===== config.mk =====
export PLATFORM = sky130hd
export DESIGN_NAME = mem_access_ctrl_flat
export DESIGN_NICKNAME = d
export VERILOG_FILES = /design/src/rtl/mem_access_ctrl_if.sv /design/src/rtl/mem_access_ctrl.sv /design/src/flat_wrapper.sv
export SDC_FILE = /design/constraint.sdc
export NUM_CORES = 1
export LEC_CHECK = 0
export ABC_AREA = 1
export CORE_MARGIN = 5
export CORE_UTILIZATION = 40
export DETAILED_ROUTE_END_ITERATION = 10
export GPL_TIMING_DRIVEN = 0
export PLACE_DENSITY = 0.93
export REMOVE_ABC_BUFFERS = 1
export SLEW_MARGIN = 30
export SYNTH_ARGS = -nofsm -noshare
export SYNTH_HDL_FRONTEND = slang
export SYNTH_SLANG_ARGS = --single-unit

===== constraint.sdc =====
create_clock -name clk -period 2.8 [get_ports clk]
set_clock_uncertainty 0.2 [all_clocks]
set_input_delay 0.56 -clock clk [delete_from_list [all_inputs] [get_ports clk]]
set_output_delay 0.56 -clock clk [all_outputs]
set_load 0.005 [all_outputs]

===== src/rtl/mem_access_ctrl_if.sv =====
// Bus bundle for mem_access_ctrl: pipeline MEM-stage requests, data-memory port,
// debug dump stream and error flag. 'slave' is the controller side, 'master' drives it.
interface mem_access_ctrl_if #(
  parameter int len_data   = 32,
  parameter int addr_width = 11
);
  logic                  pipe_rd;
  logic                  pipe_wr;
  logic                  pipe_sb;
  logic                  pipe_sh;
  logic [len_data-1:0]   pipe_addr;
  logic [len_data-1:0]   pipe_wdata;
  logic                  halt;
  logic                  pipe_stall;

  logic                  mem_rd;
  logic                  mem_wr;
  logic [addr_width-1:0] mem_addr;
  logic [len_data-1:0]   mem_wdata;
  logic [len_data-1:0]   mem_rdata;

  // Dump stream handshake: a word transfers on a rising edge where dbg_dump_valid
  // and dbg_dump_ready are both 1; while valid is high without ready, data and
  // address stay stable; valid never depends combinationally on ready.
  logic                  dbg_dump_start;
  logic                  dbg_dump_ready;
  logic                  dbg_dump_valid;
  logic [len_data-1:0]   dbg_dump_data;
  logic [addr_width-1:0] dbg_dump_addr;
  logic                  dbg_dump_done;

  logic                  err_misalign;

  modport slave (
    input  pipe_rd, pipe_wr, pipe_sb, pipe_sh, pipe_addr, pipe_wdata, halt,
    output pipe_stall,
    output mem_rd, mem_wr, mem_addr, mem_wdata,
    input  mem_rdata,
    input  dbg_dump_start, dbg_dump_ready,
    output dbg_dump_valid, dbg_dump_data, dbg_dump_addr, dbg_dump_done,
    output err_misalign
  );

  modport master (
    output pipe_rd, pipe_wr, pipe_sb, pipe_sh, pipe_addr, pipe_wdata, halt,
    input  pipe_stall,
    input  mem_rd, mem_wr, mem_addr, mem_wdata,
    output mem_rdata,
    output dbg_dump_start, dbg_dump_ready,
    input  dbg_dump_valid, dbg_dump_data, dbg_dump_addr, dbg_dump_done,
    input  err_misalign
  );
endinterface


===== src/rtl/mem_access_ctrl.sv =====
// Data-memory access controller: sub-word stores via read-modify-write, optional
// debug memory dump enabled by the macro MEM_ACCESS_CTRL_DUMP_EN.
module mem_access_ctrl #(
  parameter int len_data   = 32,
  parameter int addr_width = 11,
  parameter int dump_depth = 2048
) (
  input  logic                clk,
  input  logic                reset,
  mem_access_ctrl_if.slave    bus,
  output logic [1:0]          dbg_state_o
);

  typedef enum logic [1:0] {
    IDLE       = 2'd0,
    RMW_WRITE  = 2'd1
`ifdef MEM_ACCESS_CTRL_DUMP_EN
    ,
    DUMP_READ  = 2'd2,
    DUMP_VALID = 2'd3
`endif
  } state_t;

  state_t                state_q, state_d;
  logic                  rmw_done_q, rmw_done_d;
  logic [addr_width-1:0] word_addr_q, word_addr_d;
  logic [1:0]            lane_q, lane_d;
  logic                  is_byte_q, is_byte_d;
  logic [15:0]           sub_data_q, sub_data_d;
  logic                  err_q, err_d;

  logic                  sub_store;
  logic [addr_width-1:0] pipe_word;
  logic [len_data-1:0]   merged;
  logic                  dump_go;
  logic                  unused_ok;

  assign sub_store = bus.pipe_wr & (bus.pipe_sb | bus.pipe_sh);
  assign pipe_word = bus.pipe_addr[addr_width+1:2];

`ifdef MEM_ACCESS_CTRL_DUMP_EN
  localparam logic [addr_width-1:0] LAST_PTR = addr_width'(dump_depth - 1);

  logic [addr_width-1:0] dump_ptr_q, dump_ptr_d;
  logic [len_data-1:0]   dump_data_q, dump_data_d;
  logic [addr_width-1:0] dump_addr_q, dump_addr_d;
  logic                  cap_q, cap_d;
  logic                  done_q, done_d;

  assign dump_go   = (state_q == IDLE) & bus.halt & bus.dbg_dump_start;
  assign unused_ok = ^{bus.pipe_addr[len_data-1:addr_width+2]};
`else
  assign dump_go   = 1'b0;
  assign unused_ok = ^{bus.pipe_addr[len_data-1:addr_width+2], bus.halt,
                       bus.dbg_dump_start, bus.dbg_dump_ready, dump_depth[0]};
`endif

  // State register
  always_ff @(posedge clk or negedge reset) begin
    if (!reset) begin
      state_q     <= IDLE;
      rmw_done_q  <= 1'b0;
      word_addr_q <= '0;
      lane_q      <= 2'b00;
      is_byte_q   <= 1'b0;
      sub_data_q  <= '0;
      err_q       <= 1'b0;
`ifdef MEM_ACCESS_CTRL_DUMP_EN
      dump_ptr_q  <= '0;
      dump_data_q <= '0;
      dump_addr_q <= '0;
      cap_q       <= 1'b0;
      done_q      <= 1'b0;
`endif
    end else begin
      state_q     <= state_d;
      rmw_done_q  <= rmw_done_d;
      word_addr_q <= word_addr_d;
      lane_q      <= lane_d;
      is_byte_q   <= is_byte_d;
      sub_data_q  <= sub_data_d;
      err_q       <= err_d;
`ifdef MEM_ACCESS_CTRL_DUMP_EN
      dump_ptr_q  <= dump_ptr_d;
      dump_data_q <= dump_data_d;
      dump_addr_q <= dump_addr_d;
      cap_q       <= cap_d;
      done_q      <= done_d;
`endif
    end
  end

  // Next-state logic
  always_comb begin
    state_d     = state_q;
    rmw_done_d  = rmw_done_q;
    word_addr_d = word_addr_q;
    lane_d      = lane_q;
    is_byte_d   = is_byte_q;
    sub_data_d  = sub_data_q;
    err_d       = err_q;
`ifdef MEM_ACCESS_CTRL_DUMP_EN
    dump_ptr_d  = dump_ptr_q;
    dump_data_d = dump_data_q;
    dump_addr_d = dump_addr_q;
    cap_d       = 1'b0;
    done_d      = 1'b0;
`endif
    case (state_q)
      IDLE: begin
        rmw_done_d = 1'b0;
        if (dump_go) begin
`ifdef MEM_ACCESS_CTRL_DUMP_EN
          dump_ptr_d = '0;
          state_d    = DUMP_READ;
`endif
        end else if (sub_store && !rmw_done_q) begin
          word_addr_d = pipe_word;
          lane_d      = bus.pipe_addr[1:0];
          is_byte_d   = bus.pipe_sb;
          sub_data_d  = bus.pipe_wdata[15:0];
          // A misaligned halfword still writes the half picked by bit 1.
          if (!bus.pipe_sb && bus.pipe_addr[0]) err_d = 1'b1;
          state_d = RMW_WRITE;
        end
      end
      RMW_WRITE: begin
        rmw_done_d = 1'b1;
        state_d    = IDLE;
      end
`ifdef MEM_ACCESS_CTRL_DUMP_EN
      DUMP_READ: begin
        if (!bus.halt) begin
          state_d = IDLE;
        end else begin
          cap_d   = 1'b1;
          state_d = DUMP_VALID;
        end
      end
      DUMP_VALID: begin
        // The first cycle here only captures the word just read.
        if (cap_q) begin
          dump_data_d = bus.mem_rdata;
          dump_addr_d = dump_ptr_q;
        end
        if (!bus.halt) begin
          state_d = IDLE;
        end else if (!cap_q && bus.dbg_dump_ready) begin
          if (dump_ptr_q == LAST_PTR) begin
            done_d  = 1'b1;
            state_d = IDLE;
          end else begin
            dump_ptr_d = dump_ptr_q + 1'b1;
            state_d    = DUMP_READ;
          end
        end
      end
`endif
      default: state_d = IDLE;
    endcase
  end

  always_comb begin
    merged = bus.mem_rdata;
    if (is_byte_q) merged[{lane_q, 3'b000} +: 8]      = sub_data_q[7:0];
    else           merged[{lane_q[1], 4'b0000} +: 16] = sub_data_q;
  end

  // Output logic; everything combinational is forced low while in reset.
  always_comb begin
    bus.pipe_stall = 1'b0;
    bus.mem_rd     = 1'b0;
    bus.mem_wr     = 1'b0;
    bus.mem_addr   = '0;
    bus.mem_wdata  = '0;
    if (reset) begin
      case (state_q)
        IDLE: begin
          bus.mem_addr  = pipe_word;
          bus.mem_wdata = bus.pipe_wdata;
          if (dump_go) begin
            bus.pipe_stall = 1'b1;
          end else if (sub_store) begin
            if (!rmw_done_q) begin
              bus.mem_rd     = 1'b1;
              bus.pipe_stall = 1'b1;
            end
          end else begin
            bus.mem_rd = bus.pipe_rd;
            bus.mem_wr = bus.pipe_wr & ~bus.pipe_rd;
          end
        end
        RMW_WRITE: begin
          bus.mem_wr     = 1'b1;
          bus.pipe_stall = 1'b1;
          bus.mem_addr   = word_addr_q;
          bus.mem_wdata  = merged;
        end
`ifdef MEM_ACCESS_CTRL_DUMP_EN
        DUMP_READ: begin
          bus.mem_rd     = 1'b1;
          bus.mem_addr   = dump_ptr_q;
          bus.pipe_stall = 1'b1;
        end
        DUMP_VALID: begin
          bus.pipe_stall = 1'b1;
        end
`endif
        default: ;
      endcase
    end
  end

`ifdef MEM_ACCESS_CTRL_DUMP_EN
  assign bus.dbg_dump_valid = reset & (state_q == DUMP_VALID) & ~cap_q;
  assign bus.dbg_dump_data  = dump_data_q;
  assign bus.dbg_dump_addr  = dump_addr_q;
  assign bus.dbg_dump_done  = done_q;
`else
  assign bus.dbg_dump_valid = 1'b0;
  assign bus.dbg_dump_data  = '0;
  assign bus.dbg_dump_addr  = '0;
  assign bus.dbg_dump_done  = 1'b0;
`endif

  assign bus.err_misalign = err_q;
  assign dbg_state_o      = state_q;

endmodule


===== src/flat_wrapper.sv =====
// flat-port wrapper written by rule: the top's interface ports become plain ports
module mem_access_ctrl_flat 
#(
  parameter int len_data   = 32,
  parameter int addr_width = 11,
  parameter int dump_depth = 2048
)
  (clk, reset, dbg_state_o, bus_pipe_rd, bus_pipe_wr, bus_pipe_sb, bus_pipe_sh, bus_pipe_addr, bus_pipe_wdata, bus_halt, bus_pipe_stall, bus_mem_rd, bus_mem_wr, bus_mem_addr, bus_mem_wdata, bus_mem_rdata, bus_dbg_dump_start, bus_dbg_dump_ready, bus_dbg_dump_valid, bus_dbg_dump_data, bus_dbg_dump_addr, bus_dbg_dump_done, bus_err_misalign);
  mem_access_ctrl_if #(.len_data(len_data), .addr_width(addr_width)) bus_i ();
  input  logic clk;
  input  logic reset;
  output logic [1:0] dbg_state_o;
  input wire logic [$bits(bus_i.pipe_rd)-1:0] bus_pipe_rd;
  input wire logic [$bits(bus_i.pipe_wr)-1:0] bus_pipe_wr;
  input wire logic [$bits(bus_i.pipe_sb)-1:0] bus_pipe_sb;
  input wire logic [$bits(bus_i.pipe_sh)-1:0] bus_pipe_sh;
  input wire logic [$bits(bus_i.pipe_addr)-1:0] bus_pipe_addr;
  input wire logic [$bits(bus_i.pipe_wdata)-1:0] bus_pipe_wdata;
  input wire logic [$bits(bus_i.halt)-1:0] bus_halt;
  output wire logic [$bits(bus_i.pipe_stall)-1:0] bus_pipe_stall;
  output wire logic [$bits(bus_i.mem_rd)-1:0] bus_mem_rd;
  output wire logic [$bits(bus_i.mem_wr)-1:0] bus_mem_wr;
  output wire logic [$bits(bus_i.mem_addr)-1:0] bus_mem_addr;
  output wire logic [$bits(bus_i.mem_wdata)-1:0] bus_mem_wdata;
  input wire logic [$bits(bus_i.mem_rdata)-1:0] bus_mem_rdata;
  input wire logic [$bits(bus_i.dbg_dump_start)-1:0] bus_dbg_dump_start;
  input wire logic [$bits(bus_i.dbg_dump_ready)-1:0] bus_dbg_dump_ready;
  output wire logic [$bits(bus_i.dbg_dump_valid)-1:0] bus_dbg_dump_valid;
  output wire logic [$bits(bus_i.dbg_dump_data)-1:0] bus_dbg_dump_data;
  output wire logic [$bits(bus_i.dbg_dump_addr)-1:0] bus_dbg_dump_addr;
  output wire logic [$bits(bus_i.dbg_dump_done)-1:0] bus_dbg_dump_done;
  output wire logic [$bits(bus_i.err_misalign)-1:0] bus_err_misalign;
  assign bus_i.pipe_rd = bus_pipe_rd;
  assign bus_i.pipe_wr = bus_pipe_wr;
  assign bus_i.pipe_sb = bus_pipe_sb;
  assign bus_i.pipe_sh = bus_pipe_sh;
  assign bus_i.pipe_addr = bus_pipe_addr;
  assign bus_i.pipe_wdata = bus_pipe_wdata;
  assign bus_i.halt = bus_halt;
  assign bus_pipe_stall = bus_i.pipe_stall;
  assign bus_mem_rd = bus_i.mem_rd;
  assign bus_mem_wr = bus_i.mem_wr;
  assign bus_mem_addr = bus_i.mem_addr;
  assign bus_mem_wdata = bus_i.mem_wdata;
  assign bus_i.mem_rdata = bus_mem_rdata;
  assign bus_i.dbg_dump_start = bus_dbg_dump_start;
  assign bus_i.dbg_dump_ready = bus_dbg_dump_ready;
  assign bus_dbg_dump_valid = bus_i.dbg_dump_valid;
  assign bus_dbg_dump_data = bus_i.dbg_dump_data;
  assign bus_dbg_dump_addr = bus_i.dbg_dump_addr;
  assign bus_dbg_dump_done = bus_i.dbg_dump_done;
  assign bus_err_misalign = bus_i.err_misalign;
  mem_access_ctrl #(.len_data(len_data), .addr_width(addr_width), .dump_depth(dump_depth)) u_core (.clk(clk), .reset(reset), .bus(bus_i), .dbg_state_o(dbg_state_o));
endmodule

==> results of run 1 <==
## registers in the layout (all words and copies together) (netlist names)
register,cells
u_core.bus.err_misalign,1
u_core.dbg_state_o,1
u_core.is_byte_q,1
u_core.lane_q,2
u_core.rmw_done_q,1
u_core.sub_data_q,16
u_core.word_addr_q,11
## metal layers
| metal | wire [um] | global-route usage [%] |
|---|---|---|
| met1 | 5190 | 27.0 |
| met2 | 6440 | 39.6 |
| met3 | 1580 | 6.66 |
| met4 | 450 | 8.33 |
| met5 | 0 | 0 |
## power by group
part / internal, mW / switching, mW
combinational: 0.732 / 0.819
clock: 0.173 / 0.192
sequential: 0.574 / 0.139
total: 1.48 / 1.15
## worst paths after layout
kind,from,endpoint,slack [ps],cells past startpoint
max reg2reg,u_core.dbg_state_o[0],u_core.sub_data_q[12],920,4
min in group clk,u_core.word_addr_q[10],u_core.word_addr_q[10],290,2
min,reset,u_core.sub_data_q[4],100,2
max in group asynchronous,reset,u_core.lane_q[0],1270,3
max,u_core.lane_q[1],bus_mem_wdata[27],50,9
min reg2reg,u_core.word_addr_q[10],u_core.word_addr_q[10],290,2
## cells in the final DEF (no fill, tap or decap), drive strengths merged, types with 5 or more instances in the layout
master and n:
o21ai 18, a22o 11, nor2 88, nand3 66, dfrtp 33, ha 5
clkbuf 9, conb 46, dlygate4sd2 27, clkdlybuf4s50 93, nand2 260, buf 39
a21oi 32, inv 58
## cell families after synthesis
| family | Yosys count |
|---|---|
| AOI/OAI and AO/OA | 61 |
| adders and majority gates | 5 |
| buffers and inverters | 138 |
| DFF | 33 |
| other | 1 |
| and+or+nand+nor | 413 |
## cell usage after synthesis (2+ instances only)
cell / instances / area share, %
ha_1: 5 / 1.7
a21oi_1: 32 / 4.4
dfrtp_1: 33 / 23
inv_1: 52 / 5.3
a22o_1: 11 / 2.6
nor2_1: 85 / 8.7
clkbuf_1: 3 / 0.31
buf_6: 3 / 0.92
nor2_2: 2 / 0.34
o21ai_0: 8 / 1.1
buf_4: 54 / 11
inv_2: 5 / 0.51
nand3_1: 65 / 8.9
o21ai_1: 10 / 1.4
nand2_1: 259 / 27
buf_2: 20 / 2.7
## layout make-up
| class | count | area share (%) |
|---|---|---|
| well taps | 108 | 2.48 |
| inverters | 58 | 5.49 |
| flip-flops and latches | 33 | 15.3 |
| multi-input cells | 526 | 43.6 |
| repair inverters | 3 | 0.459 |
| clock buffers | 6 | 1.33 |
| clock inverters | 2 | 0.184 |
| repair buffers | 173 | 31.1 |
## stage by stage
step                cell area, um^2  utilization [%]  TNS (ps)
floorplan                      3270                -     -7490
global placement               4710             53.5    -99740
detailed placement             4760             54.0    -27620
CTS                            5340             60.7     -38.8
global route                   5450             61.9     -49.3
finish                         5450             61.9         0
## critical path, stage by stage, from the launching register on
cell and delay, ps:
dfrtp_4 540, inv_8 90, ha_4 220, clkinvlp_4 170
buf_4 170, nand3_1 70, o21ai_1 70, nand2_1 70
nand2_1 50, dlygate4sd2_1 250
## repair_timing
item                       in CTS  in global routing
hold endpoints to repair       11                  9
setup buffers                  28                  9
cloned                          7                  0
gates resized for setup        94                 20
pin swaps                       4                  3
hold buffers                    1                  1
setup endpoints to repair      46                 14
==> flow_metrics.py, run 1 <==
metrics = {
    "cts": {
        "clock_sinks": 33,
        "clk_pin_slew_ps": 70,
        "cts_max_level": 2,
        "cts.path.max_buffers": 2,
        "numCtsBuffers": 5,
        "clockRootBuffer": "clkbuf_8",
        "clkLatencyLatePin_ps": 290,
        "cts_tree": "done",
    },
    "timing": {
        "drv_slew": 0,
        "hold_viol_final": 0,
        "setup_viol": 0,
        "max_slew_margin_pct": 46.9,
        "max_freq_mhz": 364,
        "min_period_ps": 2750,
        "fin_crit_sh_pct": 98.2,
        "worst_slack_ps": 50.6,
        "whs_ps": 104,
        "worst_pin_slew_ps": 796,
    },
    "finish": {
        "stdcell_count": 909,
        "finish.net_count": 910,
        "multi_input_area_mm2": 0.00238,
        "diodes": 0,
        "regArea_um2": 835,
        "area_growth_pct": 49.1,
        "fill_cells": 811,
        "drive_above_1_share_pct": 11.7,
    },
    "yosys": {
        "ys_warn_count": 0,
        "synth_xor_area_share_pct": 0,
        "synth_top_family_by_area": "simple AND/OR/NAND/NOR gates",
        "synthCells": 651,
        "synth_ff_type": "dfrtp_1",
        "synth-compound-area-share_pct": 9.48,
        "synthMuxAreaShare_pct": 0,
        "avgSynthCellArea_um2": 5.61,
        "synthSimpleGateAreaFrac_pct": 45.0,
        "yosysUniqueCellTypes": 20,
        "ys_seq_elements": 33,
        "synth-edff-count": 0,
        "synth_adder_area_share_pct": 1.71,
        "ys_seq_area_share_pct": 22.6,
        "syn-cell-area_mm2": 0.00365,
        "async_reset_ff_share_pct": 100,
    },
    "pwr": {
        "ir_drop_mv": 0.276,
        "fin_total_pwr_mw": 2.63,
        "p_per_area_mw_per_mm2": 482,
        "leakage_nw": 2.96,
    },
    "global_routing": {
        "grt_max_degree": 65,
        "grt_pass1_wl_mm": 20.9,
        "grt-ovfl-total": 0,
        "grtUsageTotal_pct": 22.9,
        "grt_pass1_vias": 4260,
        "antenna_found_initial": 0,
    },
    "worst_setup_path": {
        "critPathCaptureType": "output pin",
        "cp_max_fo": 10,
        "startpoint_type": "flop",
        "critPathRequiredTime_ps": 2040,
        "worstSetupPathType": "reg -> out",
        "crit_arrival_ps": 1990,
    },
    "die": {
        "die_h_um": 106,
        "die_w_um": 106,
        "rows": 34,
        "ioPinCount": 199,
        "core_mm2": 0.00881,
        "initial_core_util_pct": 41.5,
        "die_area_mm2": 0.0111,
    },
    "detailed_routing": {
        "drt_iter0_markers": 334,
        "wirelength_mm": 13.7,
        "drc": 0,
        "avgRoutedWirePerCell_um": 15.0,
        "detail-route-antenna-nets": 0,
        "avgViaCountPerCell": 4.99,
        "drt_pass1_iterations": 5,
        "vias": 4534,
    },
    "hold_path": {
        "worst_hold_path_type": "in -> async",
    },
    "place": {
        "dpl.cell_count": 856,
        "gp_congestion": 0.777,
        "post-place-ws_ps": -722,
        "dpl.hpwl_mm": 8.06,
        "port_buffers": 130,
    },
    "job": {
        "maxCapViolCount": 0,
    },
    "status": {
        "status": "completed",
    },
}
No activity file was read; power rests on OpenSTA's default activity.
==> inputs of run 2 (changes only) <==
Settings changed: CAP_MARGIN set to 20, CTS_CLUSTER_SIZE set to 12.
==> results of run 2 <==
Final layout, timing and power as in run 1 (identical DEF).
==> inputs of run 3 (changes only) <==
Settings changed: MAX_ROUTING_LAYER set to met4.
==> run 3 against run 2 <==
Total power fell by 0.13%; critical path depth did not move; non-clock buffer count did not move; worst setup slack got worse by 1.3 ps; via count fell by 0.13%; register-to-register slack barely moved; combinational power barely moved; clock-buffer cell count did not move; clock power barely moved; maximum frequency barely moved; critical endpoint unchanged.
==> flow_metrics.py, run 3 (same netlist as run 1, synthesis figures left out) <==
metrics = {
    "worst_setup_path": {
        "reg2reg_slack_ps": 920,
        "cpMaxStageDelayCell": "dfrtp_4",
        "reg2reg_depth": 4,
        "crit_arrival_ps": 1990,
        "setup.worst_path.start": "u_core.lane_q[1]",
        "cpMostUsedCell": "nand2_1",
        "critPathRequiredTime_ps": 2040,
        "critPathCaptureType": "output pin",
        "r2r_start": "u_core.dbg_state_o[0]",
        "worstSetupPathType": "reg -> out",
        "max_stage_delay_ps": 550,
        "path_cells": "inv_8 -> ha_4 -> clkinvlp_4 -> buf_4 -> nand3_1 -> o21ai_1 -> nand2_1 -> nand2_1 -> dlygate4sd2_1",
        "crit_buf_inv": 4,
        "critPathCapture": "bus_mem_wdata[27]",
        "startpoint_type": "flop",
        "crit_cells": 9,
        "worstReg2RegEnd": "u_core.word_addr_q[10]",
        "critical_path.top_delay_family": "buffers and inverters",
        "cp_max_fo": 10,
    },
    "finish": {
        "area_growth_pct": 49.1,
        "mostFrequentLayoutCell": "nand2_1",
        "drive_above_1_share_pct": 11.7,
        "final_cell_mix": "nand2_1 (256), clkdlybuf4s50_1 (93), nor2_1 (84), nand3_1 (61), conb_1 (46)",
        "top_regs": "u_core.sub_data_q: 16 flops, u_core.word_addr_q: 11 flops, u_core.lane_q: 2 flops",
        "finish.net_count": 910,
        "fill_cells": 811,
        "stdcell_count": 909,
        "regMostFlops": "u_core.sub_data_q",
        "fin_util_pct": 61.9,
        "diodes": 0,
        "largest_register_ffs": 16,
        "fin_area_mm2": 0.00545,
    },
    "die": {
        "ioPinCount": 199,
        "rows": 34,
        "die_w_um": 106,
        "die_h_um": 106,
        "initial_core_util_pct": 41.5,
        "core_mm2": 0.00881,
        "die_area_mm2": 0.0111,
    },
    "timing": {
        "max_slew_margin_pct": 44.0,
        "fin_crit_sh_pct": 98.2,
        "min_period_ps": 2750,
        "setup_viol": 0,
        "worst_pin_slew_ps": 839,
        "hold_viol_final": 0,
        "drv_slew": 0,
        "max_freq_mhz": 364,
    },
    "global_routing": {
        "antenna_found_initial": 0,
        "grt_max_degree": 65,
        "grt_pass1_wl_mm": 20.9,
        "grtUsageTotal_pct": 23.6,
        "grt-ovfl-total": 0,
        "grt_pass1_vias": 4273,
    },
    "detailed_routing": {
        "avgRoutedWirePerCell_um": 15.0,
        "detail-route-antenna-nets": 0,
        "drt_pass1_iterations": 5,
        "vias": 4528,
        "wirelength_mm": 13.7,
        "drc": 0,
        "avgViaCountPerCell": 4.98,
        "drt_iter0_markers": 296,
    },
    "cts": {
        "cts.path.max_buffers": 2,
        "numCtsBuffers": 5,
        "clockRootBuffer": "clkbuf_8",
        "cts_max_level": 2,
        "clock_sinks": 33,
        "cts_tree": "done",
        "clkLatencyLatePin_ps": 290,
        "clk_pin_slew_ps": 70,
    },
    "pwr": {
        "leakage_nw": 2.96,
        "ir_drop_mv": 0.274,
        "p_per_area_mw_per_mm2": 482,
        "fin_total_pwr_mw": 2.62,
    },
    "place": {
        "placed_cell_area_mm2": 0.00476,
        "port_buffers": 130,
        "dpl.hpwl_mm": 8.06,
        "dpl.cell_count": 856,
        "gp_congestion": 0.788,
    },
    "hold_path": {
        "worst_hold_path_type": "in -> async",
    },
    "status": {
        "status": "completed",
    },
    "job": {
        "maxCapViolCount": 0,
    },
}
-- run 3: cell counts in the layout (fill, tap and decap cells not counted) --
Identical to the previous run, type by type.
-- run 3: per-layer routing --
layer	routed length, um	track usage (%)	vias to the layer above
li1	-	-	2235
met1	5380	27.7	2014
met2	6540	39.6	244
met3	1320	5.38	35
met4	408	8.33	0
met5	0	-	-
-- run 3: worst reg2reg max path: cells and delay by family, from the launching register on --
family	cells	cell delay, ps
flops	1	420
buf+inv	1	250
simple gates	3	900
-- run 3: worst min path at each step --
| stage | slack, ps | startpoint | depth (start not counted) | end |
|---|---|---|---|---|
| after floorplan | 60 | reset | 0 | u_core.bus.err_misalign |
| after global placement | 240 | u_core.dbg_state_o[0] | 0 | u_core.rmw_done_q |
| after detailed placement | 240 | u_core.dbg_state_o[0] | 0 | u_core.rmw_done_q |
| after CTS | -30 | reset | 2 | u_core.lane_q[0] |
| after global routing | 100 | reset | 2 | u_core.sub_data_q[8] |
| final | 110 | reset | 2 | u_core.sub_data_q[4] |
-- run 3: metrics by stage --
step	setup TNS, ps	hold slack [ps]	setup WS, ps
finish	0	108	49.3
global route	-49.5	102	-16.9
CTS	-38.8	-28.7	-38.8
detailed placement	-27620	242	-722
global placement	-99740	236	-2360
floorplan	-7490	64.4	-272
-- run 3: power by group --
group | switching (mW) | internal [mW]
Clock | 0.190 | 0.173
Combinational | 0.818 | 0.732
Sequential | 0.137 | 0.574
-- run 3: what timing repair did --
item | CTS | global route
endpoints found under the setup margin | 46 | 14
setup buffers | 28 | 9
cloned | 7 | 0
pin swaps | 4 | 3
hold buffers | 1 | 1
resized for setup | 94 | 20
endpoints found under the hold margin | 11 | 9
-- run 3: cell type report --
| class | count | area [um^2] | share of cell area [%] |
|---|---|---|---|
| well taps | 108 | 135 | 2.48 |
| clock inverters | 2 | 10.0 | 0.184 |
| flip-flops and latches | 33 | 835 | 15.3 |
| multi-input cells | 526 | 2380 | 43.6 |
| repair inverters | 3 | 25.0 | 0.459 |
| repair buffers | 173 | 1700 | 31.1 |
| clock buffers | 6 | 72.6 | 1.33 |
| inverters | 58 | 299 | 5.49 |
